## src/rtl/lfo_pkg.sv

```systemverilog
// Shared types for the LFO modulation source: waveform select, phase direction
// and the onset/run sequencing states.
package lfo_pkg;

  typedef enum logic [1:0] {
    TRI_UNI = 2'd0,
    TRI_BI  = 2'd1,
    SAW     = 2'd2,
    SQUARE  = 2'd3
  } lfo_mode_t;

  typedef enum logic {
    DIR_UP   = 1'b0,
    DIR_DOWN = 1'b1
  } lfo_dir_t;

  typedef enum logic {
    ST_DELAY = 1'b0,
    ST_RUN   = 1'b1
  } lfo_state_t;

endpackage

```

## src/rtl/lfo_prescaler.sv

```systemverilog
// Rate prescaler: counts 0..speed and flags a step event on the compare cycle.
// The first count begins one clock after enable is sampled high.
module lfo_prescaler #(
  parameter int SPEED_W = 8
) (
  input  logic               clk,
  input  logic               rst_n,
  input  logic               enable,
  input  logic               clear,
  input  logic [SPEED_W-1:0] speed,
  output logic               step
);

  logic               run_q;
  logic [SPEED_W-1:0] cnt_q;

  // NOTE: sequential state uses non-blocking assignments so every register
  // samples pre-edge values regardless of statement order.
  always_ff @(posedge clk or negedge rst_n) begin
    if (!rst_n) begin
      run_q <= 1'b0;
      cnt_q <= '0;
    end else if (!enable) begin
      run_q <= 1'b0;
      cnt_q <= '0;
    end else begin
      run_q <= 1'b1;
      if (clear) begin
        cnt_q <= '0;
      end else if (run_q) begin
        // A speed lowered below the count wraps through the full range.
        cnt_q <= (cnt_q == speed) ? '0 : cnt_q + 1'b1;
      end
    end
  end

  assign step = run_q && enable && !clear && (cnt_q == speed);

endmodule

```

## src/rtl/lfo_mod.sv

```systemverilog
// Low-frequency modulation source: four depth-scaled waveforms stepped by the
// prescaler, with an onset delay counted in step events after each enable.
module lfo_mod
  import lfo_pkg::*;
#(
  parameter int DEPTH_W = 4,
  parameter int SPEED_W = 8,
  parameter int DELAY_W = 8
) (
  input  logic                      clk,
  input  logic                      rst_n,
  input  logic                      enable,
  input  logic [1:0]                mode,
  input  logic [DEPTH_W-1:0]        depth,
  input  logic [SPEED_W-1:0]        speed,
  input  logic [DELAY_W-1:0]        delay,
  output logic signed [DEPTH_W:0]   lfo_o,
  output logic                      tick_o
);

  localparam int PW = DEPTH_W + 1;
  localparam logic signed [PW-1:0] ZERO = '0;
  localparam logic signed [PW-1:0] ONE  = {{(PW-1){1'b0}}, 1'b1};

  lfo_state_t               state_q, state_d;
  lfo_dir_t                 dir_q, dir_d, wave_dir;
  lfo_mode_t                mode_q, mode_d, mode_in;
  logic signed [PW-1:0]     phase_q, phase_d, wave_phase;
  logic signed [PW-1:0]     d_s;
  logic [DELAY_W-1:0]       dly_q, dly_d, dly_eff;
  logic                     dly_loaded_q, dly_loaded_d;
  logic                     tick_q, tick_d;
  logic                     mode_chg;
  logic                     step;

  assign mode_in  = lfo_mode_t'(mode);
  assign mode_chg = enable && (mode_in != mode_q);
  assign d_s      = $signed({1'b0, depth});
  assign dly_eff  = dly_loaded_q ? dly_q : delay;

  lfo_prescaler #(.SPEED_W(SPEED_W)) u_prescaler (
    .clk    (clk),
    .rst_n  (rst_n),
    .enable (enable),
    .clear  (mode_chg),
    .speed  (speed),
    .step   (step)
  );

  // Candidate next phase for one waveform step; applied only on a run step.
  always_comb begin
    wave_phase = phase_q;
    wave_dir   = dir_q;
    if (depth == '0) begin
      wave_phase = ZERO;
      wave_dir   = DIR_UP;
    end else if (phase_q > d_s || phase_q < -d_s) begin
      // Depth shrank under the current phase: clamp, keep sign, head to zero.
      if (phase_q > ZERO) begin
        wave_phase = d_s;
        wave_dir   = DIR_DOWN;
      end else begin
        wave_phase = -d_s;
        wave_dir   = DIR_UP;
      end
    end else begin
      case (mode_q)
        TRI_UNI, TRI_BI: begin
          if (dir_q == DIR_UP) begin
            if (phase_q >= d_s) begin
              wave_phase = phase_q - ONE;
              wave_dir   = DIR_DOWN;
            end else begin
              wave_phase = phase_q + ONE;
            end
          end else begin
            if (phase_q <= ((mode_q == TRI_UNI) ? ZERO : -d_s)) begin
              wave_phase = phase_q + ONE;
              wave_dir   = DIR_UP;
            end else begin
              wave_phase = phase_q - ONE;
            end
          end
        end
        SAW:     wave_phase = (phase_q >= d_s) ? ZERO : phase_q + ONE;
        default: wave_phase = (phase_q > ZERO) ? -d_s : d_s;
      endcase
    end
  end

  // NOTE: every variable assigned here gets its hold value first, so no path
  // leaves one unassigned and no latch is inferred.
  always_comb begin
    state_d      = state_q;
    dir_d        = dir_q;
    mode_d       = mode_q;
    phase_d      = phase_q;
    dly_d        = dly_q;
    dly_loaded_d = dly_loaded_q;
    tick_d       = 1'b0;
    if (!enable) begin
      state_d      = ST_DELAY;
      dir_d        = DIR_UP;
      mode_d       = mode_in;
      phase_d      = ZERO;
      dly_loaded_d = 1'b0;
    end else if (mode_chg) begin
      mode_d  = mode_in;
      phase_d = ZERO;
      dir_d   = DIR_UP;
    end else if (step) begin
      tick_d = 1'b1;
      if (state_q == ST_RUN || dly_eff == '0) begin
        state_d = ST_RUN;
        phase_d = wave_phase;
        dir_d   = wave_dir;
      end else begin
        dly_d        = dly_eff - 1'b1;
        dly_loaded_d = 1'b1;
      end
    end
  end

  always_ff @(posedge clk or negedge rst_n) begin
    if (!rst_n) begin
      state_q      <= ST_DELAY;
      dir_q        <= DIR_UP;
      mode_q       <= TRI_UNI;
      phase_q      <= ZERO;
      dly_q        <= '0;
      dly_loaded_q <= 1'b0;
      tick_q       <= 1'b0;
    end else begin
      state_q      <= state_d;
      dir_q        <= dir_d;
      mode_q       <= mode_d;
      phase_q      <= phase_d;
      dly_q        <= dly_d;
      dly_loaded_q <= dly_loaded_d;
      tick_q       <= tick_d;
    end
  end

  assign lfo_o  = phase_q;
  assign tick_o = tick_q;

endmodule

```

## config.mk

```make
export PLATFORM = sky130hd
export DESIGN_NAME = lfo_mod
export DESIGN_NICKNAME = d
export VERILOG_FILES = /design/src/rtl/lfo_pkg.sv /design/src/rtl/lfo_prescaler.sv /design/src/rtl/lfo_mod.sv
export SDC_FILE = /design/constraint.sdc
export NUM_CORES = 1
export LEC_CHECK = 0
export BUFFER_PORTS_ARGS = -buffer_cell sky130_fd_sc_hd__buf_4
export CORE_MARGIN = 3
export CORE_UTILIZATION = 31
export DETAILED_ROUTE_END_ITERATION = 12
export GPL_TIMING_DRIVEN = 0
export SYNTH_ARGS = -nofsm -noshare
export SYNTH_HDL_FRONTEND = slang
export SYNTH_SLANG_ARGS = --single-unit
```

## constraint.sdc

```tcl
create_clock -name clk -period 2.55 [get_ports clk]
set_clock_uncertainty 0.05 [all_clocks]
set_input_delay 0.51 -clock clk [delete_from_list [all_inputs] [get_ports clk]]
set_output_delay 0.51 -clock clk [all_outputs]
set_load 0.1 [all_outputs]
```

## Yosys cells after proc, flatten, opt, wreduce, memory -nomap -nowiden

Cells that the tools add are included.

| storage, ports and cells | value |
|---|---|
| bits of input ports | 25 |
| logic and storage cells | 94 |
| register bits | 28 |
| output and inout bits | 6 |

| cells by class | value |
|---|---|
| multiplexer cells | 44 |
| add/sub/neg operators | 5 |
| equality and inequality tests | 13 |
| reduce and logical (&&, ||, !) cells | 16 |
| bitwise operators | 2 |
| magnitude comparators | 5 |

Operators with widths:

| kind | number |
|---|---|
| $mux W5 | 13 |
| $mux W8 | 5 |
| $mux W1 | 23 |
| $pmux W5 S2 | 1 |
| $ne A3 B1 Y1 const B | 3 |
| $reduce_and A3 Y1 | 3 |
| $add A8 B1 Y8 const B | 1 |
| $eq A8 B8 Y1 | 1 |
| $logic_not A8 Y1 | 1 |
| $sub A8 B1 Y8 const B | 1 |
| $ne A2 B1 Y1 const B | 3 |
| $add A5 B2 Y5 const B | 1 |
| $ge A5 B5 Y1 | 1 |
| $gt A5 B1 Y1 const B | 1 |
| $gt A5 B5 Y1 | 1 |
| $le A5 B5 Y1 | 1 |
| $lt A5 B5 Y1 | 1 |
| $ne A5 B1 Y1 const B | 1 |
| $neg A4 Y5 | 1 |
| $sub A5 B2 Y5 const B | 1 |
| $logic_and A1 B1 Y1 | 4 |
| $logic_not A4 Y1 | 1 |
| $mux W2 | 2 |
| $ne A2 B2 Y1 const B | 2 |
| 10 further kinds | 12 |

## Longest topological paths before layout

| depth | value |
|---|---|
| depth in word-level cells | 12 |
| depth in mapped cells | 11 |
| depth with buffers taken out | 11 |

## Hierarchy

Synthesis repeated with hierarchy kept, for this count alone.

| second synthesis, totals | value |
|---|---|
| cells, all modules | 296 |
| area total of the unflattened synthesis | 2536.2 µm² |

Modules (own cells, without submodules):

| module | times used | sequential area each (µm²) | area each (µm²) | cells each |
|---|---|---|---|---|
| lfo_mod | 1 | 475.5 | 1980.6 | 239 |
| lfo_prescaler | 1 | 225.2 | 555.5 | 57 |

## Worst setup path before layout

Ideal clock, no wire load.

| timing path | value |
|---|---|
| kind | register to register |
| start | register phase_q[0], in the netlist lfo_o[0] |
| end | register phase_q[3], in the netlist lfo_o[3] |
| buffers on the path | 0 |
| clock period less this slack | 2.938 ns |
| slack | -0.388 ns |
| data arrival time | 2.811 ns |
| setup time | 0.076 ns |
| data required time | 2.424 ns |
| stages on the path, launching flop included | 9 |
| cells stage by stage | dfrtp_1 -> inv_1 -> ha_1 -> nand2b_1 -> a221oi_1 -> o21ai_0 -> nand2b_1 -> a311o_1 -> o21ai_1 |

| between the ends | value |
|---|---|
| longest elaborated chain between the ends | 10 |
| elaborated cells between the ends (all ways) | 21 |
| classes of those cells | 2 x add/sub; 5 x order compare; 13 x mux; 1 x reduce/logical |

RTL lines:

| what | RTL line | source |
|---|---|---|
| start, declared | lfo_mod.sv:28 | `logic signed [PW-1:0] phase_q, phase_d, wave_phase;` |
| start signal, assigned | lfo_mod.sv:137 | `phase_q <= phase_d;` |
| $add A5 B2 Y5, or another cell as far along | lfo_mod.sv:74, lfo_mod.sv:78, lfo_mod.sv:85 |  |
| $mux W5 (on tied branches) | lfo_mod.sv:70, lfo_mod.sv:77 |  |
| $mux W5 | lfo_mod.sv:69 | `if (dir_q == DIR_UP) begin` |
| $pmux W5 S2 | lfo_mod.sv:67 | `case (mode_q)` |
| $mux W5 * | lfo_mod.sv:57 | `end else if (phase_q > d_s \|\| phase_q < -d_s) begin` |
| $mux W5 * | lfo_mod.sv:54 | `if (depth == '0) begin` |
| $mux W5 * | lfo_mod.sv:113 | `if (state_q == ST_RUN \|\| dly_eff == '0) begin` |
| $mux W5 * | lfo_mod.sv:111 | `end else if (step) begin` |
| $mux W5 * | lfo_mod.sv:107 | `end else if (mode_chg) begin` |
| $mux W5 * | lfo_mod.sv:101 | `if (!enable) begin` |

Every way passes the cells marked *; elsewhere a longest branch is shown, timed or not. The select of a mux whose other input is x is not followed.
A chain may end at the register's enable or synchronous reset.

## Worst setup path in the final report

| timing path | value |
|---|---|
| start | input depth[1] |
| end | register phase_q[2], in the netlist lfo_o[2] |

| between the ends | value |
|---|---|
| longest elaborated chain between the ends | 12 |
| elaborated cells between the ends (all ways) | 21 |
| classes of those cells | 1 x add/sub; 4 x order compare; 14 x mux; 2 x reduce/logical |

RTL lines:

| what | RTL line | source |
|---|---|---|
| start, declared | lfo_mod.sv:14 | `input logic [DEPTH_W-1:0] depth,` |
| $neg A4 Y5 | n/a |  |
| $mux W5 | lfo_mod.sv:77 | `if (phase_q <= ((mode_q == TRI_UNI) ? ZERO : -d_s)) begin` |
| $le A5 B5 Y1 | lfo_mod.sv:77 |  |
| $mux W5 | lfo_mod.sv:77 |  |
| $mux W5 | lfo_mod.sv:69 |  |
| $pmux W5 S2 | lfo_mod.sv:67 |  |
| $mux W5 | lfo_mod.sv:57 |  |
| $mux W5 * | lfo_mod.sv:54 |  |
| $mux W5 * | lfo_mod.sv:113 |  |
| $mux W5 * | lfo_mod.sv:111 |  |
| $mux W5 * | lfo_mod.sv:107 |  |
| $mux W5 * | lfo_mod.sv:101 |  |

Marked as above.

==> metrics.csv <==
stage,metric,value,unit
die,die width,95.4,µm
power_and_ir_drop,switching pwr,258,µW
power_and_ir_drop,Cell Pwr Density,299,nW/µm²
critical_path,CP max FO,5,
route,vias per inst,5.23,
place,hpwl dp,4.68,mm
final_layout,fin nets,381,
final_layout,Layout fillers,719,
critical_path,CP arrival,2.69,ns
timing,minimum clock period,2.55,ns
critical_path,slowest CP cell,o221a_2,
global_route,total gr overflow,0,
critical_path,CP Data Required Time,2.70,ns
global_route,vias in the first global route,2132,
global_route,initial antenna violation count,0,
synthesis,Syn. warnings,0,
route,Total Wirelength,6.34,mm
clock_network,"Clk Latency, worst-skew pair",0.28,ns
critical_path,CP Launch Type,input port,
timing,worst-margin pin slew,0.619,ns
clock_network,CTS tree,done,
min_path,worst hold path type,input port to asynchronous set/reset pin,
global_route,Overall Global Routing Usage,14.0,%
timing,final hold violation count,0,
power_and_ir_drop,Clock Power Share,29.2,%
critical_path,Worst path max stage delay,0.33,ns
synthesis,Most used DFF post-synth,dfrtp_1,
final_layout,Syn-to-layout area delta,29.8,%
power_and_ir_drop,worst vdd ir,0.000240,V
critical_path,crit-path leading delay family,compound AO/OA/AOI/OAI gates,
die,die area,9090,µm²
route,DR WL/cell,14.6,µm
power_and_ir_drop,combinational group share of total power,23.7,%
timing,Final Setup Violations,0,
timing,Final Max Tran Viols,0,
synthesis,flop and latch count out of synthesis,28,
critical_path,Setup crit end kind,flop,
die,Starting Density,33.1,%
place,port bufs,30,
clock_network,H-Tree Depth,1,
synthesis,Syn Std Cell Area,2470,µm²
final_layout,share of layout cells above drive strength 1,26.9,%
final_layout,design area,3210,µm²
clock_network,clk slew on worst S/H paths,0.10,ns
synthesis,Syn Inst Count,285,
synthesis,dominant cell type by area after synthesis,dfrtp_1,
global_route,largest net degree at the start of global routing,29,
power_and_ir_drop,Pleak,0.00134,µW
timing,fmax,0.393,GHz
global_route,first-pass GRT wire length,10.2,mm
run_status,status,"finished, final reports clean",
place,DP Area,2940,µm²
route,Initial DRC Count,136,
synthesis,most common cell in the netlist,dfrtp_1,
power_and_ir_drop,total power,962,µW
job,max-cap violations,0,
synthesis,Post-synth EDFFs,0,
synthesis,syn avg cell area,8.68,µm²
timing,Final period util,99.9,%
clock_network,clk buf depth,2,
synthesis,top cells by instance count after synthesis,"dfrtp_1 (28), o21ai_0 (23), xnor2_1 (23), nand2_1 (22), ha_1 (20)",
route,Post-route DRC,0,
die,row count,31,
power_and_ir_drop,share of power burned in registers,47.1,%
critical_path,crit path capture,lfo_o[2]$_DFFE_PN0P_,
final_layout,final core occ,42.9,%
timing,Slew headroom,58.7,%
critical_path,worst path cell trace,"buf_12, inv_12, ha_4, xor2_2, or2_4, ha_4, nand4_1, o221a_2, o32ai_4, mux2i_1, o2111ai_1, o21ai_1",
route,drt pass-1 iters,4,
power_and_ir_drop,Sw Share,26.9,%
die,Core Region,7490,µm²
route,post-route antenna net violation count,0,
synthesis,"FFs w/ async S/R, synth",100,%
place,RD Place Congestion,0.860,
critical_path,path depth of the worst reg2reg path,8,
power_and_ir_drop,internal power,703,µW
clock_network,Clock Sinks,28,
final_layout,antenna cells,0,
clock_network,Root Buffer,clkbuf_8,
synthesis,register area share after synthesis,28.3,%
critical_path,Worst path most repeated cell,ha_4,
synthesis,dominant cells by area after synthesis,"dfrtp_1 (28%), ha_1 (10%), xnor2_1 (8.1%)",
critical_path,capture point of the worst reg-to-reg path,lfo_o[4]$_DFFE_PN0P_,
critical_path,Critical path origin,depth[1],
critical_path,crit path kind,input port to flop,
critical_path,WP depth,12,
synthesis,library cells used by synthesis,53,
critical_path,origin of the critical flop-to-flop path,lfo_o[2]$_DFFE_PN0P_,
synthesis,"Net Count, Synth",330,
timing,setup TNS,0,ns
critical_path,Worst R2R Setup Slack,0.01,ns
die,I/O Pins,31,
clock_network,CTS Buf Count,3,
critical_path,Crit path buffers/inverters,2,
synthesis,area share of the largest cell type after synthesis,28.3,%
timing,setup repair after global routing missed its margin,true,
route,via count,2268,
die,die height,95.4,µm
==> cell families after synthesis <==
kind of cell / count (synthesis) / synth area share (%)
multiplexers: 7 / 2.83
flip-flops: 28 / 28.3
adder cells (fa/ha/maj): 20 / 10.1
XOR/XNOR: 29 / 10.3
buffers and inverters: 29 / 4.80
AO/OA/AOI/OAI: 77 / 23.5
AND/OR/NAND/NOR: 95 / 20.2
==> worst register-to-register path: stages, from the launching register on <==
cell	delay (ns)
dfrtp_4	0.55
ha_1	0.32
and3_1	0.26
nand2b_1	0.09
a221oi_1	0.55
a211o_1	0.28
buf_4	0.14
a31oi_1	0.07
o32ai_2	0.14
==> area by class of cell <==
type | count | area (µm²) | share of cell area, %
clock buffer | 4 | 55.1 | 1.71
buffer | 12 | 72.6 | 2.26
inverter | 17 | 85.1 | 2.65
timing repair buffer | 46 | 374 | 11.6
sequential | 28 | 713 | 22.2
tap | 99 | 124 | 3.86
multi-input combinational | 228 | 1790 | 55.7
==> registers in the layout, indices dropped and copies added, names as in the netlist <==
register and cells:
u_prescaler.cnt_q 8, lfo_o 5, mode_q 2, tick_o 1
u_prescaler.run_q 1, state_q 1, dly_q 8, dir_q 1
dly_loaded_q 1
==> power groups by stage <==
stage	Clock (µW)	Sequential [µW]	Combinational, µW
2_1_floorplan	0	461	116
3_3_place_gp	0	461	189
3_5_place_dp	0	461	191
4_1_cts	290	453	207
5_1_grt	311	453	249
6_report	281	453	228
==> per-stage QoR <==
stage               hold WS [ns]  instances  setup slack, ns
finish                    0.0821        434          0.00277
floorplan                  0.164        285         -0.00658
global route               0.104        434          -0.0823
detailed placement         0.410        414           -0.451
CTS                       0.0960        423          0.00379
global placement           0.407        414           -0.438
==> per-layer routing <==
layer  routed length, µm  share of wire, %  up-vias  GRT usage [%]
met2                3180                50       52           24.1
met1                2860                45     1069           18.6
li1                    -                 -     1145              -
met3                 259               4.1        2           2.21
met5                   0                 0        -              0
met4                  33              0.52        0           2.28
==> what timing repair did <==
action / 4_1_cts / 5_1_grt
hold buffers: 0 / 0
pin swaps: 9 / 12
buffers inserted: 5 / 11
resized for setup: 13 / 10
endpoints found under the setup margin: 6 / 6
==> layout by cell type, fill, tap and decap left out, drive strengths merged, types with 3 or more instances in the layout <==
master,n
a211oi,6
a21oi,10
a221oi,3
a32oi,3
and3,3
buf,50
clkbuf,12
dfrtp,28
ha,20
inv,15
mux2i,7
nand2,24
nand2b,5
nand3,7
nand4,8
nor2,17
nor2b,7
nor3,12
nor3b,3
o21ai,25
o31ai,5
o32ai,4
or2,3
xnor2,23
xor2,6
==> worst min-delay path by stage <==
| stage | from | endpoint | slack [ns] | depth (start not counted) |
|---|---|---|---|---|
| finish | rst_n | dly_q[5]$_DFFE_PN0P_ | 0.08 | 1 |
| CTS | rst_n | dly_q[4]$_DFFE_PN0P_ | 0.1 | 1 |
| global placement | rst_n | dly_q[4]$_DFFE_PN0P_ | 0.41 | 1 |
| detailed placement | rst_n | dly_q[4]$_DFFE_PN0P_ | 0.41 | 1 |
| global route | rst_n | dly_q[4]$_DFFE_PN0P_ | 0.10 | 1 |
| floorplan | rst_n | dir_q$_DFFE_PN0P_ | 0.16 | 0 |
(Power assumes the default switching activity.)
